--- config.mk ---
export PLATFORM = sky130hd
export DESIGN_NAME = can_btl_ctrl
export DESIGN_NICKNAME = d
export VERILOG_FILES = /design/src/rtl/can_pkg.sv /design/src/rtl/can_tq_prescaler.sv /design/src/rtl/can_btl_ctrl.sv
export SDC_FILE = /design/constraint.sdc
export NUM_CORES = 1
export LEC_CHECK = 0
export BUFFER_PORTS_ARGS = -buffer_cell sky130_fd_sc_hd__buf_2
export CORE_UTILIZATION = 29
export DETAILED_ROUTE_END_ITERATION = 10
export HOLD_SLACK_MARGIN = 0.08
export SETUP_SLACK_MARGIN = 0.15
export SLEW_MARGIN = 5
export SYNTH_ARGS = -nofsm -noshare
export SYNTH_HDL_FRONTEND = slang
export SYNTH_SLANG_ARGS = --single-unit
--- constraint.sdc ---
create_clock -name i_clk_ref -period 5 [get_ports i_clk_ref]
set_input_delay 1 -clock i_clk_ref [delete_from_list [all_inputs] [get_ports i_clk_ref]]
set_output_delay 1 -clock i_clk_ref [all_outputs]
set_load 0.005 [all_outputs]
--- src/rtl/can_pkg.sv ---
// Shared types and default widths for the CAN bit-timing logic.
package can_pkg;

  localparam int BRP_W   = 8;
  localparam int TSEG1_W = 4;
  localparam int TSEG2_W = 3;
  localparam int SJW_W   = 2;

  typedef enum logic [1:0] {
    IDLE     = 2'd0,
    SYNC_SEG = 2'd1,
    TSEG1    = 2'd2,
    TSEG2    = 2'd3
  } btl_state_e;

endpackage

--- src/rtl/can_tq_prescaler.sv ---
// Time-quantum prescaler: divides clk_ref by (brp+1) and strobes on the
// last clk of every quantum. Held at zero while the controller is stopped
// so the first quantum after a start is always full length.
module can_tq_prescaler #(
  parameter int BRP_W = can_pkg::BRP_W
) (
  input  logic             i_clk,
  input  logic             i_rst,
  input  logic             i_run,
  input  logic [BRP_W-1:0] i_brp,
  output logic             o_tick
);

  logic [BRP_W-1:0] r_cnt;
  logic             w_last;

  assign w_last = (r_cnt == i_brp);
  assign o_tick = i_run && w_last;

  // Count 0..brp and wrap; clear whenever stopped or in reset.
  always_ff @(posedge i_clk) begin
    if (i_rst || !i_run) begin
      r_cnt <= '0;
    end else if (w_last) begin
      r_cnt <= '0;
    end else begin
      r_cnt <= r_cnt + BRP_W'(1);
    end
  end

endmodule

--- src/rtl/can_btl_ctrl.sv ---
// CAN bit-timing controller: sequences SYNC_SEG/TSEG1/TSEG2 in time quanta,
// applies hard sync and SJW-limited resync on recessive-to-dominant edges,
// and produces bit-start / sample-point strobes with the sampled bit.
// Strobes are registered and appear in the same clk as the new state_o.
module can_btl_ctrl #(
  parameter int BRP_W   = can_pkg::BRP_W,
  parameter int TSEG1_W = can_pkg::TSEG1_W,
  parameter int TSEG2_W = can_pkg::TSEG2_W,
  parameter int SJW_W   = can_pkg::SJW_W
) (
  input  logic               i_clk_ref,
  input  logic               i_rst,
  input  logic               i_enable,
  input  logic [BRP_W-1:0]   i_brp,
  input  logic [TSEG1_W-1:0] i_tseg1,
  input  logic [TSEG2_W-1:0] i_tseg2,
  input  logic [SJW_W-1:0]   i_sjw,
  input  logic               i_rx,
  input  logic               i_hard_sync_en,
  output logic               o_tq_tick,
  output logic               o_bit_start,
  output logic               o_sample_pulse,
  output logic               o_rx_bit,
  output logic               o_hard_sync_done,
  output logic [1:0]         o_state
);

  import can_pkg::*;

  // The tq counter must hold tseg1+ext (up to 15+4) as well as tseg2.
  localparam int CNT_W = ((TSEG1_W >= TSEG2_W) ? TSEG1_W : TSEG2_W) + 1;
  localparam int EXT_W = SJW_W + 1;

  // Latched configuration
  logic [BRP_W-1:0]   r_brp_l;
  logic [TSEG1_W-1:0] r_tseg1_l;
  logic [TSEG2_W-1:0] r_tseg2_l;
  logic [SJW_W-1:0]   r_sjw_l;

  // Bit-timing state
  btl_state_e         r_state;
  logic [CNT_W-1:0]   r_tq_cnt;
  logic [EXT_W-1:0]   r_ext;
  logic               r_edge_pend;
  logic               r_resync_done;
  logic               r_rx_prev;
  logic               r_rx_bit;
  logic               r_bit_start;
  logic               r_sample;
  logic               r_hsync_done;

  // Next-state values
  btl_state_e         w_state_nxt;
  logic [CNT_W-1:0]   w_tq_cnt_nxt;
  logic [EXT_W-1:0]   w_ext_nxt;
  logic               w_edge_pend_nxt;
  logic               w_resync_nxt;
  logic               w_rx_bit_nxt;
  logic               w_bit_start_nxt;
  logic               w_sample_nxt;
  logic               w_hsync_nxt;

  // Helpers
  logic               w_tick;
  logic               w_run;
  logic               w_edge;
  logic               w_edge_any;
  logic [EXT_W-1:0]   w_sjw_tq;
  logic [CNT_W-1:0]   w_phase_err;
  logic [EXT_W-1:0]   w_ext_resync;
  logic [CNT_W-1:0]   w_rem;
  logic [EXT_W-1:0]   w_ext_eff;

  assign w_run = i_enable && (r_state != IDLE);

  can_tq_prescaler #(
    .BRP_W (BRP_W)
  ) u_prescaler (
    .i_clk  (i_clk_ref),
    .i_rst  (i_rst),
    .i_run  (w_run),
    .i_brp  (r_brp_l),
    .o_tick (w_tick)
  );

  // A pending edge or one arriving on the tick clk itself is consumed at the tick.
  assign w_edge       = r_rx_prev & ~i_rx;
  assign w_edge_any   = r_edge_pend | w_edge;
  assign w_sjw_tq     = EXT_W'(r_sjw_l) + EXT_W'(1);
  assign w_phase_err  = r_tq_cnt + CNT_W'(1);
  assign w_ext_resync = (w_phase_err > CNT_W'(w_sjw_tq)) ? w_sjw_tq : EXT_W'(w_phase_err);
  assign w_rem        = CNT_W'(r_tseg2_l) - r_tq_cnt;

  // Capture the timing configuration only on the stopped-to-running transition.
  always_ff @(posedge i_clk_ref) begin
    if (i_rst) begin
      r_brp_l   <= '0;
      r_tseg1_l <= '0;
      r_tseg2_l <= '0;
      r_sjw_l   <= '0;
    end else if (i_enable && (r_state == IDLE)) begin
      r_brp_l   <= i_brp;
      r_tseg1_l <= i_tseg1;
      r_tseg2_l <= i_tseg2;
      r_sjw_l   <= i_sjw;
    end
  end

  // State register: stop forces IDLE, a start enters SYNC_SEG with bit_start.
  always_ff @(posedge i_clk_ref) begin
    if (i_rst || !i_enable) begin
      r_state       <= IDLE;
      r_tq_cnt      <= '0;
      r_ext         <= '0;
      r_edge_pend   <= 1'b0;
      r_resync_done <= 1'b0;
      r_rx_prev     <= 1'b1;
      r_rx_bit      <= 1'b1;
      r_bit_start   <= 1'b0;
      r_sample      <= 1'b0;
      r_hsync_done  <= 1'b0;
    end else if (r_state == IDLE) begin
      r_state       <= SYNC_SEG;
      r_tq_cnt      <= '0;
      r_ext         <= '0;
      r_edge_pend   <= 1'b0;
      r_resync_done <= 1'b0;
      r_rx_prev     <= i_rx;
      r_rx_bit      <= 1'b1;
      r_bit_start   <= 1'b1;
      r_sample      <= 1'b0;
      r_hsync_done  <= 1'b0;
    end else begin
      r_state       <= w_state_nxt;
      r_tq_cnt      <= w_tq_cnt_nxt;
      r_ext         <= w_ext_nxt;
      r_edge_pend   <= w_edge_pend_nxt;
      r_resync_done <= w_resync_nxt;
      r_rx_prev     <= i_rx;
      r_rx_bit      <= w_rx_bit_nxt;
      r_bit_start   <= w_bit_start_nxt;
      r_sample      <= w_sample_nxt;
      r_hsync_done  <= w_hsync_nxt;
    end
  end

  // Next-state logic: segment sequencing and edge handling, evaluated on tq ticks.
  always_comb begin
    w_state_nxt     = r_state;
    w_tq_cnt_nxt    = r_tq_cnt;
    w_ext_nxt       = r_ext;
    w_edge_pend_nxt = r_edge_pend | w_edge;
    w_resync_nxt    = r_resync_done;
    w_rx_bit_nxt    = r_rx_bit;
    w_bit_start_nxt = 1'b0;
    w_sample_nxt    = 1'b0;
    w_hsync_nxt     = 1'b0;
    w_ext_eff       = r_ext;

    if (w_tick) begin
      w_edge_pend_nxt = 1'b0;
      if (w_edge_any && i_hard_sync_en) begin
        // The edge quantum itself serves as SYNC_SEG.
        w_state_nxt     = TSEG1;
        w_tq_cnt_nxt    = '0;
        w_ext_nxt       = '0;
        w_resync_nxt    = 1'b0;
        w_bit_start_nxt = 1'b1;
        w_hsync_nxt     = 1'b1;
      end else begin
        case (r_state)
          SYNC_SEG: begin
            w_state_nxt  = TSEG1;
            w_tq_cnt_nxt = '0;
          end
          TSEG1: begin
            // Late edge: lengthen TSEG1 by the phase error, capped at SJW.
            if (w_edge_any && !r_resync_done) begin
              w_ext_eff    = w_ext_resync;
              w_ext_nxt    = w_ext_resync;
              w_resync_nxt = 1'b1;
            end
            if (r_tq_cnt == (CNT_W'(r_tseg1_l) + CNT_W'(w_ext_eff))) begin
              w_state_nxt  = TSEG2;
              w_tq_cnt_nxt = '0;
              w_sample_nxt = 1'b1;
              w_rx_bit_nxt = i_rx;
              w_resync_nxt = 1'b0;
              w_ext_nxt    = '0;
            end else begin
              w_tq_cnt_nxt = r_tq_cnt + CNT_W'(1);
            end
          end
          TSEG2: begin
            if (w_edge_any && !r_resync_done) begin
              w_resync_nxt = 1'b1;
              if (w_rem <= CNT_W'(w_sjw_tq)) begin
                // Early edge close to the bit end: the edge quantum becomes SYNC_SEG.
                w_state_nxt     = TSEG1;
                w_tq_cnt_nxt    = '0;
                w_bit_start_nxt = 1'b1;
              end else begin
                // Skip SJW quanta; the remaining count still lands on tseg2 exactly.
                w_tq_cnt_nxt = r_tq_cnt + CNT_W'(1) + CNT_W'(w_sjw_tq);
              end
            end else if (r_tq_cnt == CNT_W'(r_tseg2_l)) begin
              w_state_nxt     = SYNC_SEG;
              w_tq_cnt_nxt    = '0;
              w_bit_start_nxt = 1'b1;
            end else begin
              w_tq_cnt_nxt = r_tq_cnt + CNT_W'(1);
            end
          end
          default: begin
          end
        endcase
      end
    end
  end

  // Output logic: expose registered strobes and the current state.
  always_comb begin
    o_tq_tick        = w_tick;
    o_bit_start      = r_bit_start;
    o_sample_pulse   = r_sample;
    o_rx_bit         = r_rx_bit;
    o_hard_sync_done = r_hsync_done;
    o_state          = r_state;
  end

endmodule

## Yosys cells after proc, flatten, opt, wreduce, memory -nomap -nowiden

Index checks and enable logic that the tools add are counted.

| word-level totals | value |
|---|---|
| bits of input ports | 22 |
| bits in registers | 42 |

| operators by class | value |
|---|---|
| $lt $le $gt $ge | 2 |
| reduce and logical (&&, ||, !) cells | 28 |
| add/subtract/negate cells | 6 |
| equality and inequality tests | 12 |
| mux-type cells | 35 |
| bitwise gates (word level) | 6 |

Operator list:

| kind | number |
|---|---|
| 5-bit two-way mux | 5 |
| 3-bit two-way mux | 8 |
| 5-bit one-hot mux with 3 select lines | 1 |
| 1-bit two-way mux | 14 |
| 4-bit inequality test (second input constant) | 3 |
| 2-bit two-way mux | 5 |
| 5-bit inequality test (second input constant) | 2 |
| 5-bit AND reduction | 2 |
| 8-bit by 1-bit adder with 8-bit output (second input constant) | 1 |
| 8-bit == test | 1 |
| 2-bit one-hot mux with 3 select lines | 1 |
| 2-bit AND reduction | 3 |
| 2-bit nonzero test | 3 |
| 3-bit OR reduction | 2 |
| 4-bit by 3-bit adder with 5-bit output | 1 |
| 5-bit by 1-bit adder with 5-bit output (second input constant) | 1 |
| 5-bit by 3-bit adder with 5-bit output | 1 |
| 5-bit by 3-bit == test with 1-bit output | 1 |
| 5-bit == test | 1 |
| 5-bit by 3-bit > comparator with 1-bit output | 1 |
| 5-bit by 3-bit <= comparator with 1-bit output | 1 |
| 1-bit logical AND | 5 |
| 5-bit nonzero test | 1 |
| 5-bit OR reduction | 1 |
| 16 further kinds | 24 |

## Depth between registers and ports, before layout

Gate-level depths: netlist (run 1).

| depth | value |
|---|---|
| depth after elaboration | 15 |
| depth in mapped cells | 19 |

## Modules after synthesis

Synthesis (run 1) repeated with hierarchy kept, for this count alone.

| unflattened totals | value |
|---|---|
| cell total of the unflattened synthesis | 326 |
| area total of the unflattened synthesis | 2721.4 µm² |

By module, submodules not included:

| module | sequential area each (µm²) | instances | cells each | area an instance (µm²) |
|---|---|---|---|---|
| can_btl_ctrl | 680.7 | 1 | 280 | 2248.4 |
| can_tq_prescaler | 160.2 | 1 | 46 | 473.0 |

## Least setup slack after synthesis (run 1)

OpenSTA, ideal clock, no wires.

| timing path | value |
|---|---|
| path type | register -> register |
| start | register r_tq_cnt[0] |
| end | register r_state[0] (netlist: o_state[0]) |
| period minus slack after synthesis | 3.678 ns |
| arrival time | 3.607 ns |
| setup slack | 1.322 ns |
| data required time | 4.928 ns |
| setup time | 0.072 ns |
| stages on the path, launching flop included | 18 |
| path buffers | 0 |
| path through | dfxtp_1 -> ha_1 -> xor2_1 -> ha_1 -> nor3_1 -> o22a_4 -> nand2_1 -> o211ai_1 -> nand2_1 -> ha_1 -> inv_1 -> fa_1 -> xnor2_1 -> nor3_2 -> a31o_2 -> nand3_1 -> o21ai_1 -> mux2i_1 |

| between the ends | value |
|---|---|
| cells in the longest elaborated chain, start to end | 11 |
| elaborated cells between the ends (all ways) | 16 |
| those cells by class | add/sub: 3; order compare: 2; eq/ne: 5; mux: 5; reduce/logical: 1 |

Ends and longest elaborated chain:

| item | line | RTL |
|---|---|---|
| from (decl) | can_btl_ctrl.sv:42 | `logic [CNT_W-1:0] r_tq_cnt;` |
| from (signal assigned) | can_btl_ctrl.sv:135 | `r_tq_cnt <= w_tq_cnt_nxt;` |
| 5-bit by 1-bit adder with 5-bit output | can_btl_ctrl.sv:90 | `assign w_phase_err = r_tq_cnt + CNT_W'(1);` |
| 5-bit by 3-bit > comparator with 1-bit output | can_btl_ctrl.sv:91 | `assign w_ext_resync = (w_phase_err > CNT_W'(w_sjw_tq)) ? w_sjw_tq : EXT_W'(w_phase_err);` |
| 3-bit two-way mux | can_btl_ctrl.sv:91 |  |
| 3-bit two-way mux | -- |  |
| 3-bit two-way mux | can_btl_ctrl.sv:171 | `case (r_state)` |
| 3-bit two-way mux | can_btl_ctrl.sv:162 | `if (w_edge_any && i_hard_sync_en) begin` |
| 3-bit two-way mux | can_btl_ctrl.sv:160 | `if (w_tick) begin` |
| 4-bit by 3-bit adder with 5-bit output | can_btl_ctrl.sv:183 | `if (r_tq_cnt == (CNT_W'(r_tseg1_l) + CNT_W'(w_ext_eff))) begin` |
| 5-bit == test | can_btl_ctrl.sv:183 |  |
| 4-bit inequality test (no line) | -- |  |
| 5-bit AND reduction (no line) (*) | -- |  |
| to (signal assigned) | can_btl_ctrl.sv:134 | `r_state <= w_state_nxt;` |
| to (decl) | can_btl_ctrl.sv:41 | `btl_state_e r_state;` |

Every way passes the cells marked *; elsewhere a longest branch is shown, timed or not. The select of a mux whose other input is x is not followed.
A chain may end at the register's enable or synchronous reset.

## Final worst setup path (run 1)

Ends and elaborated chain as after synthesis.

==> summary.md, run 1 <==
| Metric | Value |
|---|---|
| Core ar. | 8806 um^2 |
| Leakage Power | 1.173 nW |
| Area of the multi-input gates | 1668 um^2 |
| Ys async rst share | 0 |
| Number of fillers in the final layout | 945 |
| Grt total ovfl | 0 |
| Aggregate global-route resource usage | 0.1287 |
| Sequential-to-total area share from yosys stat | 0.3168 |
| Synth area leader | sky130_fd_sc_hd__dfxtp_1 |
| Global placement routability congestion | 0.8272 |
| Total number of yosys warnings | 0 |
| Setup repair after global routing missed its margin | no |
| Area of the mapped netlist | 2654 um^2 |
| Number of enable flip-flop cells after synthesis | 0 |
| Detail Route Antenna Nets | 0 |
| CTS-repair resized insts | 0 |
| Flip-flop cell with the highest count after synthesis | sky130_fd_sc_hd__dfxtp_1 |
| Clock tree buffer depth | 2 |
| Root Buffer | sky130_fd_sc_hd__clkbuf_8 |
| CP Data Required Time | 5.22 ns |
| Tightest Hold Check Type | reg2reg |
| # hold bufs at CTS | 0 |
| Pre-antenna DRT Iters | 7 |
| Final-report setup violation count | 0 |
| Ports placed on the boundary | 29 |
| Combinational share of power | 0.169 |
| Count of final max-slew check failures | 0 |
| Die outline height | 97.66 um |
| Period utilisation layout | 0.8312 |
| Worst setup path startpoint | r_tq_cnt[0] |
| Number of global-route vias before repair | 2263 |
| Post-Synthesis Net Count | 369 |
| Critical path launch point type | flop |
| Average via count per standard cell | 4.897 |
| Number of buffers created by CTS | 5 |
| Largest fanout on the critical path | 8 |
| Leading cell type by number of instances after synthesis | sky130_fd_sc_hd__nand2_1 |
| Sum of net half-perimeters after detailed placement | 4503 um |
| Aggregate negative setup slack | 0 ns |
| Total Nets Final | 395 |
| Netlist cell types | 56 |
| Post-Route Skew | 0.004308 ns |
| Clock network power share | 0.322 |
| Critical path capture point type | flop |
| Max Clk Rate | 240.6 MHz |
| Cell types with the largest area share after synthesis | sky130_fd_sc_hd__dfxtp_1 (32%), sky130_fd_sc_hd__ha_1 (10%), sky130_fd_sc_hd__nand2_1 (7.2%), sky130_fd_sc_hd__a21oi_1 (6.0%), sky130_fd_sc_hd__xnor2_1 (5.9%) |
| Share of total power consumed by net switching | 0.2723 |
| Maximum number of pins on one net before global-route repair | 20 |
| Clock-pin slew on the worst setup and hold paths | 0.08 ns |
| WP data arrival | 4.38 ns |
| Clk sink count | 42 |
| Post-DR wirelength/cell | 12.54 um |
| Number of DRC markers in iteration 0 | 142 |
| Total number of vias | 2238 |
| Top cell types by occurrence after synthesis | sky130_fd_sc_hd__nand2_1 (51), sky130_fd_sc_hd__dfxtp_1 (42), sky130_fd_sc_hd__a21oi_1 (32), sky130_fd_sc_hd__ha_1 (22), sky130_fd_sc_hd__inv_1 (20) |
| Flop pwr share | 0.509 |
| Area Overhead vs Synth | 11.60% |
| Final routed wirelength across all metal layers | 5732 um |
| Cell Pwr Density | 233.9 nW/um^2 |
| IO buf count | 28 |
| Flip-flop and latch count after synthesis | 42 |
| Worst skew pair latency | 0.29 ns |
| Initial Utilization | 0.3014 |
| Final Total Pwr | 692.7 uW |
| Area share of the leading cell type in the synthesized netlist | 0.3168 |
| Area of the die | 9537 um^2 |
| Post CTS Setup Buffer Count | 0 |
| Source of the worst hold timing path | r_tseg2_l[0] |
| Antenna violations before repair | 0 |
| Clock tree from TritonCTS | done |
| Antenna cells | 0 |
| Reported net switching power | 188.6 uW |
| # H-tree levels | 2 |
| Register Area | 840.8 um^2 |
| Internal power of the cells | 504.1 uW |
| Chip width | 97.66 um |
| Number of hold violations in the final report | 0 |
| Remaining routing DRC violations | 4 |
| Number of standard-cell rows in the floorplan | 34 |
| Layout cell share with drive strength beyond 1 | 0.1404 |
| Min cycle time layout | 4.156 ns |
| Failing checks | design-rule violations |
| First-pass GRT wire length | 10160 um |
| Actual transition at the worst max-transition pin | 0.6892 ns |
| Startpoint of the most critical register-to-register path | r_tq_cnt[0] |
| Max-Cap Viols | 0 |
| Slew HR | 0.5375 |
| Run status | finished, violations left |
| Synthesized area per cell | 8.242 um^2 |
| Worst ir drop on vdd | 0.0001428 V |
| Post-Synthesis Cells | 322 |
| Worst setup path class | reg2reg |
[through the flow]
stage	utilization	hold slack, ns	area (um^2)	std cells	worst slack, ns
floorplan	-	0.4335	2654	322	1.322
global placement	0.3255	0.4513	2867	449	0.9701
CTS	0.3363	0.4675	2962	457	0.8632
detailed placement	0.3255	0.4565	2867	449	0.9008
global route	0.3363	0.5081	2962	457	0.5250
finish	0.3363	0.4663	2962	457	0.8438
[cells by family after synthesis]
family,Yosys count,synth area share
AO/OA/AOI/OAI,77,0.1829
XOR/XNOR,27,0.08911
adder cells (fa/ha/maj),25,0.1264
buffers and inverters,31,0.05469
flip-flops,42,0.3168
multiplexers,3,0.01132
AND/OR/NAND/NOR,117,0.2188
[metal layers]
metal / part of all wire / vias to the layer above / GRT usage
li1: - / 1163 / -
met1: 0.50 / 1039 / 0.1683
met2: 0.46 / 34 / 0.2166
met3: 0.030 / 2 / 0.02590
met4: 0.0024 / 0 / 0.03030
met5: 0 / - / 0
[registers in the layout (all words and copies together), names as in the netlist]
register,flops
r_tseg1_l,4
r_tseg2_l,3
r_resync_done,1
r_sjw_l,2
r_ext,3
o_sample_pulse,1
u_prescaler.r_cnt,8
r_brp_l,8
o_hard_sync_done,1
o_state,2
o_rx_bit,1
r_rx_prev,1
o_bit_start,1
r_tq_cnt,5
r_edge_pend,1
[layout make-up]
class,count,share of cell area
multi-input cells,249,0.5632
flip-flops and latches,42,0.2839
repair buffers,28,0.04732
well taps,108,0.04563
clock buffers,6,0.02788
inverters,22,0.02788
clock inverters,2,0.004225
[critical path, cell delays in order (launching register included)]
cell,delay [ns]
sky130_fd_sc_hd__dfxtp_1,0.55
sky130_fd_sc_hd__ha_1,0.35
sky130_fd_sc_hd__xor2_1,0.27
sky130_fd_sc_hd__ha_1,0.29
sky130_fd_sc_hd__nor3_1,0.24
sky130_fd_sc_hd__o22a_4,0.20
sky130_fd_sc_hd__nand2_1,0.05
sky130_fd_sc_hd__o211ai_1,0.13
sky130_fd_sc_hd__nand2_1,0.08
sky130_fd_sc_hd__ha_1,0.20
sky130_fd_sc_hd__inv_1,0.07
sky130_fd_sc_hd__fa_1,0.42
sky130_fd_sc_hd__xnor2_1,0.15
sky130_fd_sc_hd__nor3_2,0.27
sky130_fd_sc_hd__a31o_2,0.27
sky130_fd_sc_hd__nand3_1,0.17
sky130_fd_sc_hd__o21ai_1,0.19
sky130_fd_sc_hd__mux2i_1,0.18
[path summary, 6_finish.rpt]
path / cells past startpoint / end / slack (ns)
worst min-delay path: 2 / r_tseg2_l[0] / 0.47
worst max-delay path: 17 / o_state[0] / 0.84
worst max register to register: 17 / o_state[0] / 0.84
worst min register to register: 2 / r_tseg2_l[0] / 0.47
[cells in the final DEF, fill, tap and decap left out, types with 2 or more instances in the layout]
master / instances
sky130_fd_sc_hd__nand2_1: 51
sky130_fd_sc_hd__o21bai_1: 2
sky130_fd_sc_hd__inv_1: 20
sky130_fd_sc_hd__or3_1: 2
sky130_fd_sc_hd__mux2i_1: 3
sky130_fd_sc_hd__and3_1: 3
sky130_fd_sc_hd__a31oi_1: 5
sky130_fd_sc_hd__nor3_1: 4
sky130_fd_sc_hd__a21o_1: 4
sky130_fd_sc_hd__nor2b_1: 3
sky130_fd_sc_hd__nand3b_1: 2
sky130_fd_sc_hd__o21ai_1: 8
sky130_fd_sc_hd__clkbuf_8: 6
sky130_fd_sc_hd__nor3_2: 2
sky130_fd_sc_hd__o211ai_1: 2
sky130_fd_sc_hd__inv_2: 2
sky130_fd_sc_hd__dfxtp_1: 42
sky130_fd_sc_hd__fa_1: 3
sky130_fd_sc_hd__buf_2: 28
sky130_fd_sc_hd__and2_1: 4
sky130_fd_sc_hd__nand2b_1: 3
sky130_fd_sc_hd__xnor2_1: 18
sky130_fd_sc_hd__o21a_1: 2
sky130_fd_sc_hd__xor2_1: 9
sky130_fd_sc_hd__a21oi_1: 32
sky130_fd_sc_hd__nand4_1: 4
sky130_fd_sc_hd__nand3_1: 10
sky130_fd_sc_hd__a32o_1: 2
sky130_fd_sc_hd__ha_1: 22
sky130_fd_sc_hd__o21ai_0: 6
sky130_fd_sc_hd__a31o_1: 2
sky130_fd_sc_hd__nor2_1: 19
[power groups by stage]
stage | combinational (mW) | sequential [mW] | clock (mW)
after floorplan | 0.0893 | 0.358 | 0
after global placement | 0.115 | 0.360 | 0
after detailed placement | 0.117 | 0.360 | 0
after CTS | 0.118 | 0.353 | 0.235
after global routing | 0.133 | 0.354 | 0.249
final | 0.117 | 0.352 | 0.223
Power figures use the tool's default switching activity.
==> run 2, diff against run 1 <==
--- a/config.mk
+++ b/config.mk
@@ -5,6 +5,7 @@
 export SDC_FILE = /design/constraint.sdc
 export NUM_CORES = 1
 export LEC_CHECK = 0
+export ABC_AREA = 1
 export BUFFER_PORTS_ARGS = -buffer_cell sky130_fd_sc_hd__buf_2
 export CORE_UTILIZATION = 29
 export DETAILED_ROUTE_END_ITERATION = 10
==> constraint.sdc (replaced) <==
create_clock -name i_clk_ref -period 4.1 [get_ports i_clk_ref]
set_input_delay 0.82 -clock i_clk_ref [delete_from_list [all_inputs] [get_ports i_clk_ref]]
set_output_delay 0.82 -clock i_clk_ref [all_outputs]
set_load 0.005 [all_outputs]
==> summary.md, run 2 <==
| Metric | Value |
|---|---|
| Antenna violations before repair | 0 |
| Synthesized area per cell | 7.078 um^2 |
| Area of the multi-input gates | 1739 um^2 |
| Critical path launch point type | flop |
| Mux contribution to synthesized area | 0 |
| Number of buffers created by CTS | 5 |
| Compound-Gate Fraction of Synth Area | 0.1243 |
| Actual transition at the worst max-transition pin | 0.4855 ns |
| Clk sink count | 42 |
| Post-Synth Simple-Gate Area | 0.3194 |
| Ys async rst share | 0 |
| First-pass GRT wire length | 11180 um |
| Clock tree from TritonCTS | done |
| Flop pwr share | 0.468 |
| Count of final max-slew check failures | 0 |
| Total number of vias | 2547 |
| Internal power of the cells | 620.8 uW |
| Number of standard-cell rows in the floorplan | 35 |
| Pre-antenna DRT Iters | 4 |
| Die outline height | 100.1 um |
| Final-report setup violation count | 0 |
| Flip-flop and latch count after synthesis | 42 |
| Worst skew pair latency | 0.31 ns |
| Combinational family with the most area after synthesis | simple AND/OR/NAND/NOR gates |
| Final routed wirelength across all metal layers | 6221 um |
| Number of enable flip-flop cells after synthesis | 0 |
| Area of the die | 10010 um^2 |
| # H-tree levels | 2 |
| Share of total power consumed by net switching | 0.3272 |
| Layout cell share with drive strength beyond 1 | 0.1822 |
| Sum of net half-perimeters after detailed placement | 4851 um |
| Global placement routability congestion | 0.8668 |
| Worst setup path class | reg2reg |
| Cell types with the largest area share after synthesis | sky130_fd_sc_hd__dfxtp_1 (30%), sky130_fd_sc_hd__nand2_1 (14%), sky130_fd_sc_hd__ha_1 (9.9%), sky130_fd_sc_hd__inv_1 (5.8%), sky130_fd_sc_hd__a21oi_1 (5.6%) |
| Max Clk Rate | 273.1 MHz |
| Worst ir drop on vdd | 0.0001621 V |
| Number of DRC markers in iteration 0 | 133 |
| Register Area | 844.6 um^2 |
| Clock tree buffer depth | 2 |
| Number of fillers in the final layout | 1045 |
| Top cell types by occurrence after synthesis | sky130_fd_sc_hd__nand2_1 (101), sky130_fd_sc_hd__inv_1 (43), sky130_fd_sc_hd__dfxtp_1 (42), sky130_fd_sc_hd__nor2_1 (38), sky130_fd_sc_hd__a21oi_1 (31) |
| Area of the mapped netlist | 2789 um^2 |
| Reported net switching power | 301.9 uW |
| Most frequent cells in the layout | sky130_fd_sc_hd__nand2_1 (100), sky130_fd_sc_hd__inv_1 (43), sky130_fd_sc_hd__dfxtp_1 (41) |
| Remaining routing DRC violations | 0 |
| Post-Synthesis Net Count | 441 |
| Netlist cell types | 36 |
| Post-synthesis share of cell area spent on full adders, half adders and majority gates | 0.1202 |
| Total number of yosys warnings | 0 |
| Min cycle time layout | 3.661 ns |
| CP Data Required Time | 4.29 ns |
| Area share of the leading cell type in the synthesized netlist | 0.3015 |
| WP data arrival | 3.85 ns |
| Synth area leader | sky130_fd_sc_hd__dfxtp_1 |
| Max-Cap Viols | 0 |
| Slew HR | 0.6755 |
| Antenna cells | 0 |
| Initial Utilization | 0.3004 |
| Largest fanout on the critical path | 8 |
| Maximum number of pins on one net before global-route repair | 27 |
| Aggregate global-route resource usage | 0.1382 |
| Chip width | 100.1 um |
| Biggest registers after layout | r_brp_l: 8 flops, u_prescaler.r_cnt: 8 flops, r_tq_cnt: 5 flops |
| Period utilisation layout | 0.8930 |
| Core ar. | 9284 um^2 |
| Post-Synthesis Cells | 394 |
| Detail Route Antenna Nets | 0 |
| Worst setup slack after placement | 0.1856 ns |
| Leading cell type by number of instances after synthesis | sky130_fd_sc_hd__nand2_1 |
| Setup repair after global routing missed its margin | no |
| Total Nets Final | 474 |
| Number of hold violations in the final report | 0 |
| Average via count per standard cell | 4.573 |
| Sequential-to-total area share from yosys stat | 0.3015 |
| Post-Route Skew | 0.01218 ns |
| Combinational share of power | 0.215 |
| Leakage Power | 1.440 nW |
| Aggregate negative setup slack | 0 ns |
| Cell Pwr Density | 286.9 nW/um^2 |
| Most common cell after layout, fill and taps aside | sky130_fd_sc_hd__nand2_1 |
| Root Buffer | sky130_fd_sc_hd__clkbuf_8 |
| Ports placed on the boundary | 29 |
| Critical path capture point type | flop |
| Flip-flop cell with the highest count after synthesis | sky130_fd_sc_hd__dfxtp_1 |
| Clock-pin slew on the worst setup and hold paths | 0.10 ns |
| Worst Setup Slack, final | 0.4386 ns |
| Tightest Hold Check Type | reg2reg |
| Clock network power share | 0.317 |
| Grt total ovfl | 0 |
| Synth Area in XOR/XNOR | 0.05249 |
| # hold bufs at CTS | 0 |
| Number of global-route vias before repair | 2465 |
| Post-DR wirelength/cell | 11.17 um |
| Run status | complete, no violations |
| Area Overhead vs Synth | 15.30% |
| IO buf count | 28 |
## run 2: cell types whose count changed in the layout (fill, tap and decap cells not counted), sizes merged, moves of 4 or more
| cell | before | now |
|---|---|---|
| inv | 22 | 50 |
| nand2b | 4 | 0 |
| and2 | 4 | 0 |
| a211oi | 1 | 8 |
| nand2 | 51 | 106 |
| nand3 | 11 | 27 |
| nor2 | 20 | 44 |
| a31oi | 5 | 1 |
| a21o | 4 | 0 |
| buf | 28 | 34 |
| xnor2 | 18 | 6 |
## run 2: cells by family after synthesis
group,after synthesis
adder cells (fa/ha/maj),25
AND/OR/NAND/NOR,195
AO/OA/AOI/OAI,58
XOR/XNOR,15
flip-flops,42
buffers and inverters,59
## run 2: final cells by class
type                    count  share of cell area
clock buffers               5             0.02140
multi-input cells         293              0.5409
clock inverters             3            0.007782
inverters                  51             0.05953
flip-flops and latches     42              0.2626
well taps                 129             0.05019
repair buffers             34             0.05759
## run 2: what timing repair did
item                                    4_1_cts  5_1_grt
buffers inserted                              0        2
endpoints found under the setup margin        1       13
pin swaps                                     0        1
resized for setup                             1        9
## run 2: worst max-delay path: stages, from the launching register on
cell	delay, ns
sky130_fd_sc_hd__dfxtp_4	0.41
sky130_fd_sc_hd__ha_2	0.22
sky130_fd_sc_hd__xor2_2	0.16
sky130_fd_sc_hd__ha_1	0.25
sky130_fd_sc_hd__inv_1	0.08
sky130_fd_sc_hd__nand2_1	0.08
sky130_fd_sc_hd__o21ai_1	0.16
sky130_fd_sc_hd__o21ai_2	0.11
sky130_fd_sc_hd__nand2_2	0.11
sky130_fd_sc_hd__a21oi_1	0.08
sky130_fd_sc_hd__a21oi_2	0.15
sky130_fd_sc_hd__ha_1	0.18
sky130_fd_sc_hd__inv_1	0.05
sky130_fd_sc_hd__fa_1	0.49
sky130_fd_sc_hd__xor2_1	0.15
sky130_fd_sc_hd__nand2_1	0.06
sky130_fd_sc_hd__nor2_1	0.12
sky130_fd_sc_hd__nand3_2	0.19
sky130_fd_sc_hd__nand3b_1	0.26
sky130_fd_sc_hd__a21oi_1	0.15
sky130_fd_sc_hd__o21ai_1	0.08
## run 2: worst paths after layout
check               startpoint           end  slack (ns)  cells past startpoint
setup / recovery   r_tq_cnt[0]      o_rx_bit        0.44                     20
hold / removal    r_tseg2_l[2]  r_tseg2_l[2]        0.48                      2
setup reg to reg   r_tq_cnt[0]      o_rx_bit        0.44                     20
hold reg to reg   r_tseg2_l[2]  r_tseg2_l[2]        0.48                      2
## run 2: stage by stage
step / total power [mW] / utilization / cells / hold WS (ns) / instance area (um^2)
after floorplan: 0.5824 / - / 394 / 0.4411 / 2789
after global placement: 0.6301 / 0.3321 / 547 / 0.4589 / 3083
after detailed placement: 0.6335 / 0.3321 / 547 / 0.4628 / 3083
after CTS: 0.9273 / 0.3423 / 555 / 0.4796 / 3178
after global routing: 0.9836 / 0.3464 / 557 / 0.5067 / 3216
final: 0.9227 / 0.3464 / 557 / 0.4780 / 3216
## run 2: per-layer routing
layer / vias to the layer above / wire [um] / GRT usage / share of wire
met1: 1149 / 3174 / 0.1866 / 0.51
met2: 55 / 2715 / 0.2286 / 0.44
li1: 1335 / - / - / -
met4: 0 / 64 / 0.02787 / 0.010
met3: 8 / 267 / 0.02855 / 0.043
met5: - / 0 / 0 / 0
## run 2: power groups by stage
stage,Sequential [mW],Combinational [mW],Clock [mW]
3_5_place_dp,0.442,0.191,0
6_report,0.432,0.198,0.293
4_1_cts,0.433,0.192,0.302
2_1_floorplan,0.440,0.142,0
3_3_place_gp,0.442,0.188,0
5_1_grt,0.434,0.229,0.320
==> run 3, diff against run 2 <==
--- a/config.mk
+++ b/config.mk
@@ -10,6 +10,7 @@
 export CORE_UTILIZATION = 29
 export DETAILED_ROUTE_END_ITERATION = 10
 export HOLD_SLACK_MARGIN = 0.08
+export PLACE_DENSITY = 0.48
 export SETUP_SLACK_MARGIN = 0.15
 export SLEW_MARGIN = 5
 export SYNTH_ARGS = -nofsm -noshare
==> summary.md, run 3 (synthesis results as in run 2) <==
| Metric | Value |
|---|---|
| Run status | complete, no violations |
| Aggregate negative setup slack | 0 ns |
| Antenna violations before repair | 0 |
| Pre-antenna DRT Iters | 4 |
| Clock network power share | 0.315 |
| Biggest registers after layout | r_brp_l: 8 flops, u_prescaler.r_cnt: 8 flops, r_tq_cnt: 5 flops |
| WP data arrival | 3.86 ns |
| CP Data Required Time | 4.28 ns |
| Critical path launch point type | flop |
| Final routed wirelength across all metal layers | 6490 um |
| Period utilisation layout | 0.8986 |
| Leakage Power | 1.434 nW |
| Max Clk Rate | 271.4 MHz |
| Total Nets Final | 472 |
| Internal power of the cells | 619.3 uW |
| Worst Setup Slack, final | 0.4156 ns |
| Total number of vias | 2487 |
| Post-DR wirelength/cell | 11.69 um |
| Remaining routing DRC violations | 0 |
| Post-Route Skew | 0.008487 ns |
| Worst Reg-to-Reg Cells | 23 |
| Worst ir drop on vdd | 0.0001580 V |
| Number of global-route vias before repair | 2371 |
| Number of DRC markers in iteration 0 | 113 |
| Worst setup slack after placement | 0.1627 ns |
| Largest fanout on the critical path | 8 |
| Area Overhead vs Synth | 14.58% |
| Share of total power consumed by net switching | 0.3248 |
| Setup repair after global routing missed its margin | no |
| Flop pwr share | 0.471 |
| Aggregate global-route resource usage | 0.1389 |
| Grt total ovfl | 0 |
| Min cycle time layout | 3.684 ns |
| Final-report setup violation count | 0 |
| Reported net switching power | 298.0 uW |
| Most frequent cells in the layout | sky130_fd_sc_hd__nand2_1 (101), sky130_fd_sc_hd__inv_1 (43), sky130_fd_sc_hd__dfxtp_1 (41) |
| Slew HR | 0.6365 |
| Maximum number of pins on one net before global-route repair | 27 |
| Cell Pwr Density | 287.0 nW/um^2 |
| Ports placed on the boundary | 29 |
| Core ar. | 9284 um^2 |
| Clock-pin slew on the worst setup and hold paths | 0.09 ns |
| Average via count per standard cell | 4.481 |
| # H-tree levels | 2 |
| Startpoint of the most critical register-to-register path | r_tq_cnt[0] |
| Tightest Hold Check Type | reg2reg |
| Detail Route Antenna Nets | 0 |
| Clock tree buffer depth | 2 |
| Number of standard-cell rows in the floorplan | 35 |
| R2r setup slk | 0.42 ns |
| Actual transition at the worst max-transition pin | 0.5447 ns |
| Number of hold violations in the final report | 0 |
| Worst Hold Path Cells | 2 |
| Endpoint of the most critical register-to-register path | r_tq_cnt[0] |
| Die outline height | 100.1 um |
| Sum of net half-perimeters after detailed placement | 5051 um |
| Most common cell after layout, fill and taps aside | sky130_fd_sc_hd__nand2_1 |
| Layout cell share with drive strength beyond 1 | 0.1737 |
| Hold Slack | 0.4720 ns |
| Area of the die | 10010 um^2 |
| Root Buffer | sky130_fd_sc_hd__clkbuf_8 |
| Number of buffers created by CTS | 5 |
| Clock tree from TritonCTS | done |
| Count of final max-slew check failures | 0 |
| Source of the worst hold timing path | r_ext[2] |
| Global placement routability congestion | 0.8084 |
| Worst hold endpoint | r_ext[2] |
| IO buf count | 28 |
| Chip width | 100.1 um |
| First-pass GRT wire length | 11070 um |
| Combinational share of power | 0.214 |
| Worst skew pair latency | 0.31 ns |
| Critical path capture point type | flop |
| Initial Utilization | 0.3004 |
| Worst setup path class | reg2reg |
| Antenna cells | 0 |
| Max-Cap Viols | 0 |
| Clk sink count | 42 |
| Worst setup path startpoint | r_tq_cnt[0] |
-- run 3: stage by stage --
stage                     instance area [um^2]  power [mW]  instances    util
after floorplan                           2789      0.5824        394       -
after global placement                    3075      0.6318        546  0.3313
after detailed placement                  3075      0.6328        546  0.3313
after CTS                                 3171      0.9266        554  0.3415
after global routing                      3196      0.9779        555  0.3442
final                                     3196      0.9173        555  0.3442
-- run 3: worst max-delay path by stage --
stage                        endpoint  slack, ns  cells past startpoint
after floorplan           r_tq_cnt[1]       0.54                     21
after global placement    r_tq_cnt[1]       0.33                     21
after detailed placement     o_rx_bit       0.16                     20
after CTS                    o_rx_bit       0.23                     20
after global routing      r_tq_cnt[1]       0.18                     25
final                     r_tq_cnt[0]       0.42                     23
-- run 3: cell type report --
class,count,area (um^2)
well taps,129,161.4
fillers,1059,6088
multi-input cells,293,1734
flip-flops and latches,42,844.6
clock inverters,3,25.02
clock buffers,5,68.82
inverters,51,191.4
repair buffers,32,170.2
-- run 3: power groups by stage --
stage | registers (mW) | clock network [mW] | logic, mW
final | 0.432 | 0.289 | 0.197
after global placement | 0.442 | 0 | 0.190
after detailed placement | 0.442 | 0 | 0.190
after CTS | 0.433 | 0.302 | 0.192
after floorplan | 0.440 | 0 | 0.142
after global routing | 0.434 | 0.320 | 0.224
-- run 3: metal layers --
| layer | part of all wire | global-route usage | wire length [um] | vias up |
|---|---|---|---|---|
| met4 | 0.010 | 0.03344 | 65 | 0 |
| met2 | 0.43 | 0.2265 | 2795 | 40 |
| met3 | 0.035 | 0.02855 | 226 | 6 |
| met1 | 0.52 | 0.1881 | 3402 | 1108 |
| met5 | 0 | 0 | 0 | - |
| li1 | - | - | - | 1333 |
-- run 3: what timing repair did --
| action | 4_1_cts | 5_1_grt |
|---|---|---|
| pin swaps | 0 | 1 |
| endpoints found under the setup margin | 4 | 13 |
| gates cloned | 0 | 0 |
| resized for setup | 1 | 6 |
| setup buffers | 0 | 1 |
| endpoints found under the hold margin | 0 | 0 |
| hold buffers | 0 | 0 |
-- run 3: critical path: stages, from the launching register on --
cell	delay [ns]
sky130_fd_sc_hd__dfxtp_4	0.38
sky130_fd_sc_hd__ha_1	0.25
sky130_fd_sc_hd__xor2_2	0.16
sky130_fd_sc_hd__ha_1	0.28
sky130_fd_sc_hd__inv_1	0.07
sky130_fd_sc_hd__nand2_1	0.08
sky130_fd_sc_hd__o21ai_1	0.16
sky130_fd_sc_hd__o21ai_2	0.11
sky130_fd_sc_hd__nand2_2	0.10
sky130_fd_sc_hd__a21oi_1	0.08
sky130_fd_sc_hd__a21oi_2	0.15
sky130_fd_sc_hd__ha_1	0.19
sky130_fd_sc_hd__inv_1	0.06
sky130_fd_sc_hd__fa_1	0.49
sky130_fd_sc_hd__xor2_1	0.15
sky130_fd_sc_hd__nand2_1	0.06
sky130_fd_sc_hd__nor2_1	0.13
sky130_fd_sc_hd__nand3_2	0.17
sky130_fd_sc_hd__nand2_1	0.12
sky130_fd_sc_hd__nand2_1	0.09
sky130_fd_sc_hd__nand2_1	0.06
sky130_fd_sc_hd__o21ai_0	0.08
sky130_fd_sc_hd__nand2_1	0.06
sky130_fd_sc_hd__a21oi_1	0.05
